--- src/rtl/dispatch_issue_scanner.sv ---
// Dispatch issue scanner: sweeps the dispatch table round-robin, issues valid
// slots over a valid/ready handshake and clears each slot once it is accepted.
module dispatch_issue_scanner #(
  parameter int CORE        = 0,
  parameter int DATA_WIDTH  = 32,
  parameter int INDEX_WIDTH = 8
) (
  input  logic                   clock,
  input  logic                   reset,
  input  logic                   enable,
  output logic                   tbl_read,
  output logic                   tbl_write,
  output logic [INDEX_WIDTH-1:0] tbl_address,
  output logic [DATA_WIDTH-1:0]  tbl_wdata,
  output logic                   tbl_wvalid,
  input  logic [DATA_WIDTH:0]    tbl_rdata,
  output logic                   issue_valid,
  input  logic                   issue_ready,
  output logic [DATA_WIDTH-1:0]  issue_data,
  output logic [INDEX_WIDTH-1:0] issue_index,
  output logic                   sweep_empty,
  output logic [31:0]            issued_count,
  input  logic                   report
);

  typedef enum logic [1:0] {SCAN, CHECK, ISSUE, CLEAR} state_t;

  // One full sweep worth of consecutive misses means the table is empty.
  localparam logic [INDEX_WIDTH:0] MISS_LIMIT = {1'b1, {INDEX_WIDTH{1'b0}}};

  state_t                 state_reg,        state_next;
  logic [INDEX_WIDTH-1:0] ptr_reg,          ptr_next;
  logic [INDEX_WIDTH:0]   miss_cnt_reg,     miss_cnt_next;
  logic                   sweep_empty_reg,  sweep_empty_next;
  logic                   issue_valid_reg,  issue_valid_next;
  logic [DATA_WIDTH-1:0]  issue_data_reg,   issue_data_next;
  logic [INDEX_WIDTH-1:0] issue_index_reg,  issue_index_next;
  logic [31:0]            issued_count_reg, issued_count_next;
  logic                   tbl_read_reg,     tbl_read_next;
  logic                   tbl_write_reg,    tbl_write_next;
  logic [INDEX_WIDTH-1:0] tbl_address_reg,  tbl_address_next;

  logic [INDEX_WIDTH-1:0] ptr_inc;
  logic [INDEX_WIDTH-1:0] index_inc;
  logic [INDEX_WIDTH:0]   miss_cnt_inc;

  // Status printing is a simulation concern; the request strobe and core id
  // are only tied off in this synthesizable block.
  logic unused_report;
  assign unused_report = report ^ CORE[0];

  // Index arithmetic wraps naturally at the table depth.
  assign ptr_inc      = ptr_reg + 1'b1;
  assign index_inc    = issue_index_reg + 1'b1;
  assign miss_cnt_inc = (miss_cnt_reg == MISS_LIMIT) ? miss_cnt_reg : miss_cnt_reg + 1'b1;

  // State and output registers; reset drops any pending issue on the spot.
  always_ff @(posedge clock or negedge reset) begin
    if (!reset) begin
      state_reg        <= SCAN;
      ptr_reg          <= '0;
      miss_cnt_reg     <= '0;
      sweep_empty_reg  <= 1'b0;
      issue_valid_reg  <= 1'b0;
      issue_data_reg   <= '0;
      issue_index_reg  <= '0;
      issued_count_reg <= '0;
      tbl_read_reg     <= 1'b0;
      tbl_write_reg    <= 1'b0;
      tbl_address_reg  <= '0;
    end else begin
      state_reg        <= state_next;
      ptr_reg          <= ptr_next;
      miss_cnt_reg     <= miss_cnt_next;
      sweep_empty_reg  <= sweep_empty_next;
      issue_valid_reg  <= issue_valid_next;
      issue_data_reg   <= issue_data_next;
      issue_index_reg  <= issue_index_next;
      issued_count_reg <= issued_count_next;
      tbl_read_reg     <= tbl_read_next;
      tbl_write_reg    <= tbl_write_next;
      tbl_address_reg  <= tbl_address_next;
    end
  end

  // Next-state logic. Strobes are computed one cycle ahead so that the table
  // sees a registered read in SCAN and returns the entry while in CHECK.
  always_comb begin
    state_next        = state_reg;
    ptr_next          = ptr_reg;
    miss_cnt_next     = miss_cnt_reg;
    sweep_empty_next  = sweep_empty_reg;
    issue_valid_next  = issue_valid_reg;
    issue_data_next   = issue_data_reg;
    issue_index_next  = issue_index_reg;
    issued_count_next = issued_count_reg;
    tbl_read_next     = 1'b0;
    tbl_write_next    = 1'b0;
    tbl_address_next  = tbl_address_reg;
    case (state_reg)
      SCAN: begin
        if (tbl_read_reg) begin
          // read of ptr is on the table port this cycle
          state_next = CHECK;
        end else if (enable) begin
          tbl_read_next    = 1'b1;
          tbl_address_next = ptr_reg;
        end
      end
      CHECK: begin
        if (tbl_rdata[DATA_WIDTH]) begin
          issue_data_next  = tbl_rdata[DATA_WIDTH-1:0];
          issue_index_next = ptr_reg;
          issue_valid_next = 1'b1;
          miss_cnt_next    = '0;
          sweep_empty_next = 1'b0;
          state_next       = ISSUE;
        end else begin
          ptr_next         = ptr_inc;
          miss_cnt_next    = miss_cnt_inc;
          sweep_empty_next = (miss_cnt_inc == MISS_LIMIT);
          tbl_read_next    = enable;
          tbl_address_next = ptr_inc;
          state_next       = SCAN;
        end
      end
      ISSUE: begin
        // enable is deliberately ignored: an offered entry is never withdrawn
        if (issue_ready) begin
          issued_count_next = issued_count_reg + 32'd1;
          issue_valid_next  = 1'b0;
          tbl_write_next    = 1'b1;
          tbl_address_next  = issue_index_reg;
          state_next        = CLEAR;
        end
      end
      CLEAR: begin
        ptr_next         = index_inc;
        tbl_read_next    = enable;
        tbl_address_next = index_inc;
        state_next       = SCAN;
      end
      default: state_next = SCAN;
    endcase
  end

  assign tbl_read     = tbl_read_reg;
  assign tbl_write    = tbl_write_reg;
  assign tbl_address  = tbl_address_reg;
  assign tbl_wdata    = '0;
  assign tbl_wvalid   = 1'b0;
  assign issue_valid  = issue_valid_reg;
  assign issue_data   = issue_data_reg;
  assign issue_index  = issue_index_reg;
  assign sweep_empty  = sweep_empty_reg;
  assign issued_count = issued_count_reg;

endmodule

--- config.mk ---
export PLATFORM = sky130hd
export DESIGN_NAME = dispatch_issue_scanner
export DESIGN_NICKNAME = d
export VERILOG_FILES = /design/src/rtl/dispatch_issue_scanner.sv
export SDC_FILE = /design/constraint.sdc
export NUM_CORES = 1
export LEC_CHECK = 0
export CAP_MARGIN = 15
export CORE_ASPECT_RATIO = 2
export CORE_MARGIN = 2
export CORE_UTILIZATION = 40
export DETAILED_ROUTE_END_ITERATION = 12
export GPL_TIMING_DRIVEN = 0
export PLACE_DENSITY = 0.67
export SETUP_SLACK_MARGIN = 0.05
export SLEW_MARGIN = 30
export SYNTH_ARGS = -nofsm -noshare
export SYNTH_HDL_FRONTEND = slang
export SYNTH_SLANG_ARGS = --single-unit
--- constraint.sdc ---
create_clock -name clock -period 3.9 [get_ports clock]
set_input_delay 0.585 -clock clock [delete_from_list [all_inputs] [get_ports clock]]
set_output_delay 0.585 -clock clock [all_outputs]
set_load 0.005 [all_outputs]
**Word-level counts from Yosys, hierarchy flattened**

Index checks and enable logic that the tools add are counted.

- Bits in registers: 103
- Latch bits: 0
- RAM bits: 0
- Memory bits (read-only): 0
- Bits of input ports: 38
- Word-level logic and storage cells: 57
- Memories: 0

- Add/subtract/negate cells: 4
- Multiply operators: 0
- Div/mod/pow operators: 0
- Order comparisons: 0
- Equality and inequality tests: 11
- Shift-type cells: 0
- Multiplexer cells: 22
- Bitwise logic cells: 0
- Reduce and logical (&&, ||, !) cells: 9

Operators by type and width:

| kind | count |
|---|---|
| adder 32 x 1 -> 32 bit, second input constant | 1 |
| two-way mux 8 bit | 4 |
| one-hot mux 8 bit (4 select lines) | 1 |
| equality test 9 bit, second input constant | 2 |
| two-way mux 9 bit | 2 |
| adder 8 x 1 -> 8 bit, second input constant | 2 |
| one-hot mux 8 bit (2 select lines) | 1 |
| != test 2 bit, second input constant | 6 |
| adder 9 x 1 -> 9 bit, second input constant | 1 |
| two-way mux 1 bit | 8 |
| one-hot mux 2 bit (4 select lines) | 1 |
| AND reduction 2 bit | 4 |
| two-way mux 2 bit | 3 |
| equality test 2 bit, second input constant | 2 |
| AND reduction 4 bit | 1 |
| nonzero test 2 bit | 2 |
| one-hot mux 1 bit (3 select lines) | 1 |
| AND reduction 3 bit | 1 |
| equality test 2 x 1 -> 1 bit, second input constant | 1 |
| zero test 2 bit | 1 |
| one-hot mux 1 bit (2 select lines) | 1 |

**Logic depth before layout (Yosys ltp)**

- Depth in word-level cells: 4
- Gate-level depth with buffers: 8
- Depth with buffers taken out: 6

**Least setup slack after synthesis**

Ideal clock, no wire load.

- Path kind: input-to-reg
- Start point: input tbl_rdata[32]
- End point: register issue_data_reg[0], in the netlist issue_data[0]
- Setup time: 0.125 ns
- Data arrival time: 1.921 ns
- Required time: 3.775 ns
- Path slack: 1.855 ns
- Stages: 6
- Path through: clkbuf_1 inv_1 or2_2 clkbuf_1 clkbuf_1 mux2_2

- Cells in the longest elaborated chain, start to end: 1

Ends and longest elaborated chain:

| element | RTL line | text |
|---|---|---|
| start: declaration | 16 | `input logic [DATA_WIDTH:0] tbl_rdata,` |
| AND reduction 2 bit (no source line) | - |  |
| end signal: assignment | 77 | `issue_data_reg <= issue_data_next;` |
| end: declaration | 36 | `logic [DATA_WIDTH-1:0] issue_data_reg, issue_data_next;` |

Every way passes these cells.
A chain may end at the register's enable or synchronous reset.

**Worst setup path in the final report**

- Start point: input issue_ready
- End point: register issued_count_reg[29], in the netlist issued_count[29]

- Cells in the longest elaborated chain, start to end: 1

Ends and longest elaborated chain:

| element | RTL line | text |
|---|---|---|
| start: declaration | 18 | `input logic issue_ready,` |
| AND reduction 2 bit (no source line) | - |  |
| end signal: assignment | 79 | `issued_count_reg <= issued_count_next;` |
| end: declaration | 38 | `logic [31:0] issued_count_reg, issued_count_next;` |

Every way passes these cells.

==> impl_metrics.ini <==
[setup_path]
slowest_delay_ns = 0.54
r2r_cells = 6
worst_path_max_delay_cell = sky130_fd_sc_hd__clkdlybuf4s50_1
cp_top_family = buffers and inverters
endpoint_required_time_on_the_critical_path_ns = 4.13
timing.critical_path.arrival_ns = 2.65
start_kind = input pin
critical_path.max_fanout = 9
worstSetupEndpointType = flip-flop
crit_chain = clkdlybuf4s50_1 > and3b_1 > buf_2 > and4_1 > clkbuf_1 > and4_1 > buf_2 > nand4_1 > xnor2_1
worst-path-stages = 9
timing.critical_path.buf_inv = 4
worst-setup-path-type = in2reg

[power]
finalPower_mw = 4.62
power.static_leakage_nw = 3.12
irDropWorstVdd_uv = 512
power_density_nw_per_um2 = 663

[clocking]
cts-htree-levels = 3
clock_sink_count = 103
max_root_sink_buffers = 2
post-cts-setup-buffers = 0
cts_tree = done
cts-resized-gates = 0
worst_setup_hold_path_clk_slew_ns = 0.07
ctsHoldBuffers = 0
clk_latency_ns = 0.35
clockRootBuffer = sky130_fd_sc_hd__clkbuf_16
number_of_buffers_added_by_the_clock_tree_synthesis_step = 9

[timing]
finClkSkew_ns = 0.00977
final.min_clock_period_ns = 2.42
worst_pin_slew_ns = 0.755
final_setup_violation_count = 0
slew_violations = 0
timing_hold_violations_final = 0
final_clock_period_utilization_by_the_worst_path = 0.619
max_slew_margin = 0.495
fmaxAchievable_mhz = 414
fin_hold_ws_ns = 0.167
grt_setup_unrepaired = false

[route]
final_antenna_net_count = 0
route.final.wire_length_um = 11700
viasPerCell = 4.87
drc = 0
wire_per_inst_um = 14.8
detailedRoute.firstPassIterationCount = 4
via_count = 3828
detail_route.iter0.violations = 224

[floorplan]
die-height_um = 164
dieArea_um2 = 13800
design.core.area_um2 = 12600
initial_core_utilization = 0.407
core.rowCount = 58
design.portCount = 155
die_width_um = 83.9

[synthesis]
syn_area_per_cell_um2 = 10.9
synth.area.top_cells = sky130_fd_sc_hd__dfrtp_1 (50%), sky130_fd_sc_hd__mux2_2 (9.3%), sky130_fd_sc_hd__xnor2_1 (6.2%)
ys_seq_area_frac = 0.504
number_of_enable_type_register_cells_in_the_synthesized_netlist = 0
yosys.cell_types.count = 44
synth_area_um2 = 5110
yosysWarnings = 0
ys.flop_type = sky130_fd_sc_hd__dfrtp_1
synthDominantCellAreaShare = 0.504
synth_common_cells = sky130_fd_sc_hd__dfrtp_1 (103), sky130_fd_sc_hd__nand2_1 (51), sky130_fd_sc_hd__mux2_2 (42)
asyncSetResetFlopFracSynth = 1.00
syn_inst = 470
post-synth-top-area-cell = sky130_fd_sc_hd__dfrtp_1
synth-seq-cells = 103
synth.most_common_cell = sky130_fd_sc_hd__dfrtp_1

[final_layout]
drive_above_1_share = 0.159
final_nets = 676
area.growth.synth_to_final_pct = 36.4
antenna-diode-count = 0
final_core_utilization = 0.555
final_cell_area_um2 = 6970

[global_routing]
grt_first_pass_wirelength_um = 18900
number_of_global_route_vias_before_repair = 3834
gr-total-overflow = 0
grt_antenna_before_repair = 0
grt_use_total = 0.170
largest_net_degree_at_the_start_of_global_routing = 61

[status]
result_of_the_run = finished, final reports clean

[placement]
routabilityCongestion = 0.885
place.detailed.hpwl_um = 8900
place_area_um2 = 6640
total_of_buffers_placed_on_input_and_output_ports = 119

[hold_path]
worst_hold_path_type = in2async

[run]
maxCapViolCount = 0
## cell usage in the layout, fill, tap and decap left out, types with 2 or more instances in the layout
cell type	synthesis	layout
sky130_fd_sc_hd__a211oi_1	2	2
sky130_fd_sc_hd__a21oi_1	10	10
sky130_fd_sc_hd__and2_1	2	2
sky130_fd_sc_hd__and3_1	8	8
sky130_fd_sc_hd__and4_1	7	7
sky130_fd_sc_hd__buf_1	3	3
sky130_fd_sc_hd__buf_2	3	3
sky130_fd_sc_hd__buf_4	33	33
sky130_fd_sc_hd__buf_6	2	3
sky130_fd_sc_hd__bufinv_16	0	3
sky130_fd_sc_hd__clkbuf_1	16	16
sky130_fd_sc_hd__clkbuf_16	0	9
sky130_fd_sc_hd__clkdlybuf4s50_1	0	118
sky130_fd_sc_hd__conb_1	1	33
sky130_fd_sc_hd__dfrtp_1	103	103
sky130_fd_sc_hd__ha_1	5	5
sky130_fd_sc_hd__inv_1	8	8
sky130_fd_sc_hd__mux2_2	42	42
sky130_fd_sc_hd__mux2i_1	10	10
sky130_fd_sc_hd__nand2_1	51	51
sky130_fd_sc_hd__nand2b_1	3	3
sky130_fd_sc_hd__nand3_1	12	12
sky130_fd_sc_hd__nand4_1	15	15
sky130_fd_sc_hd__nor2_1	25	25
sky130_fd_sc_hd__nor3_1	10	10
sky130_fd_sc_hd__nor3b_1	2	2
sky130_fd_sc_hd__o21ai_0	20	20
sky130_fd_sc_hd__o31ai_1	2	2
sky130_fd_sc_hd__xnor2_1	36	36
sky130_fd_sc_hd__xor2_1	22	22
## worst register-to-register path, delay by kind of cell, from the launching register on
family                 cells  cell delay, ns
buffers and inverters      3            0.89
AOI/OAI and AO/OA          2            0.84
and+or+nand+nor            1            0.08
DFF                        1            0.37
## power by group
part	leakage (nW)	internal, mW	switching (mW)	total [mW]
clock network	0.162	0.624	0.394	1.02
registers	1.28	1.45	0.313	1.76
logic	1.68	1.08	0.761	1.84
## routing by layer
metal | routed length (um) | global-route usage | vias to the layer above
met1 | 4380 | 0.187 | 1838
met4 | 252 | 0.0667 | 0
met2 | 6430 | 0.316 | 115
met5 | 0 | 0 | -
li1 | - | - | 1857
met3 | 603 | 0.0367 | 18
## metrics by stage
stage               TNS (ns)  setup slack (ns)  cells
global route               0              1.32    786
finish                     0              1.48    786
detailed placement         0              1.11    772
CTS                        0              1.47    786
global placement     -169.81             -1.66    771
floorplan                  0              1.85    502
## final cells by class
type / instances / area [um2]
well taps: 150 / 188
flip-flops and latches: 103 / 2580
multi-input cells: 334 / 2270
clock buffers: 9 / 225
clock inverters: 5 / 108
fillers: 1145 / 5580
plain buffers: 57 / 357
repair buffers: 120 / 1220
inverters: 8 / 30.0
## worst paths after layout
kind | slack (ns) | endpoint | start
worst max-delay path | 1.48 | issued_count[29] | issue_ready
worst min-delay path | 0.17 | issue_data[2] | reset
worst max register to register | 1.57 | tbl_address[4] | state_reg[0]
worst min register to register | 0.49 | tbl_address[6] | tbl_address[6]
max in group asynchronous | 3.08 | issue_data[24] | reset
min in group clock | 0.49 | tbl_address[6] | tbl_address[6]
## cells by family (layout without fill, tap and decap cells)
logic type      Yosys count  in the layout  synth area share
compound gates           41             41            0.0458
xor+xnor                 58             58            0.0994
fa+ha+maj                 5              5            0.0122
buf+inv                  65            199            0.0756
flops                   103            103             0.504
mux                      54             54             0.119
other cells               1             33          0.000734
simple gates            143            143             0.143
Note: power is estimated with default switching activity, not from simulation.
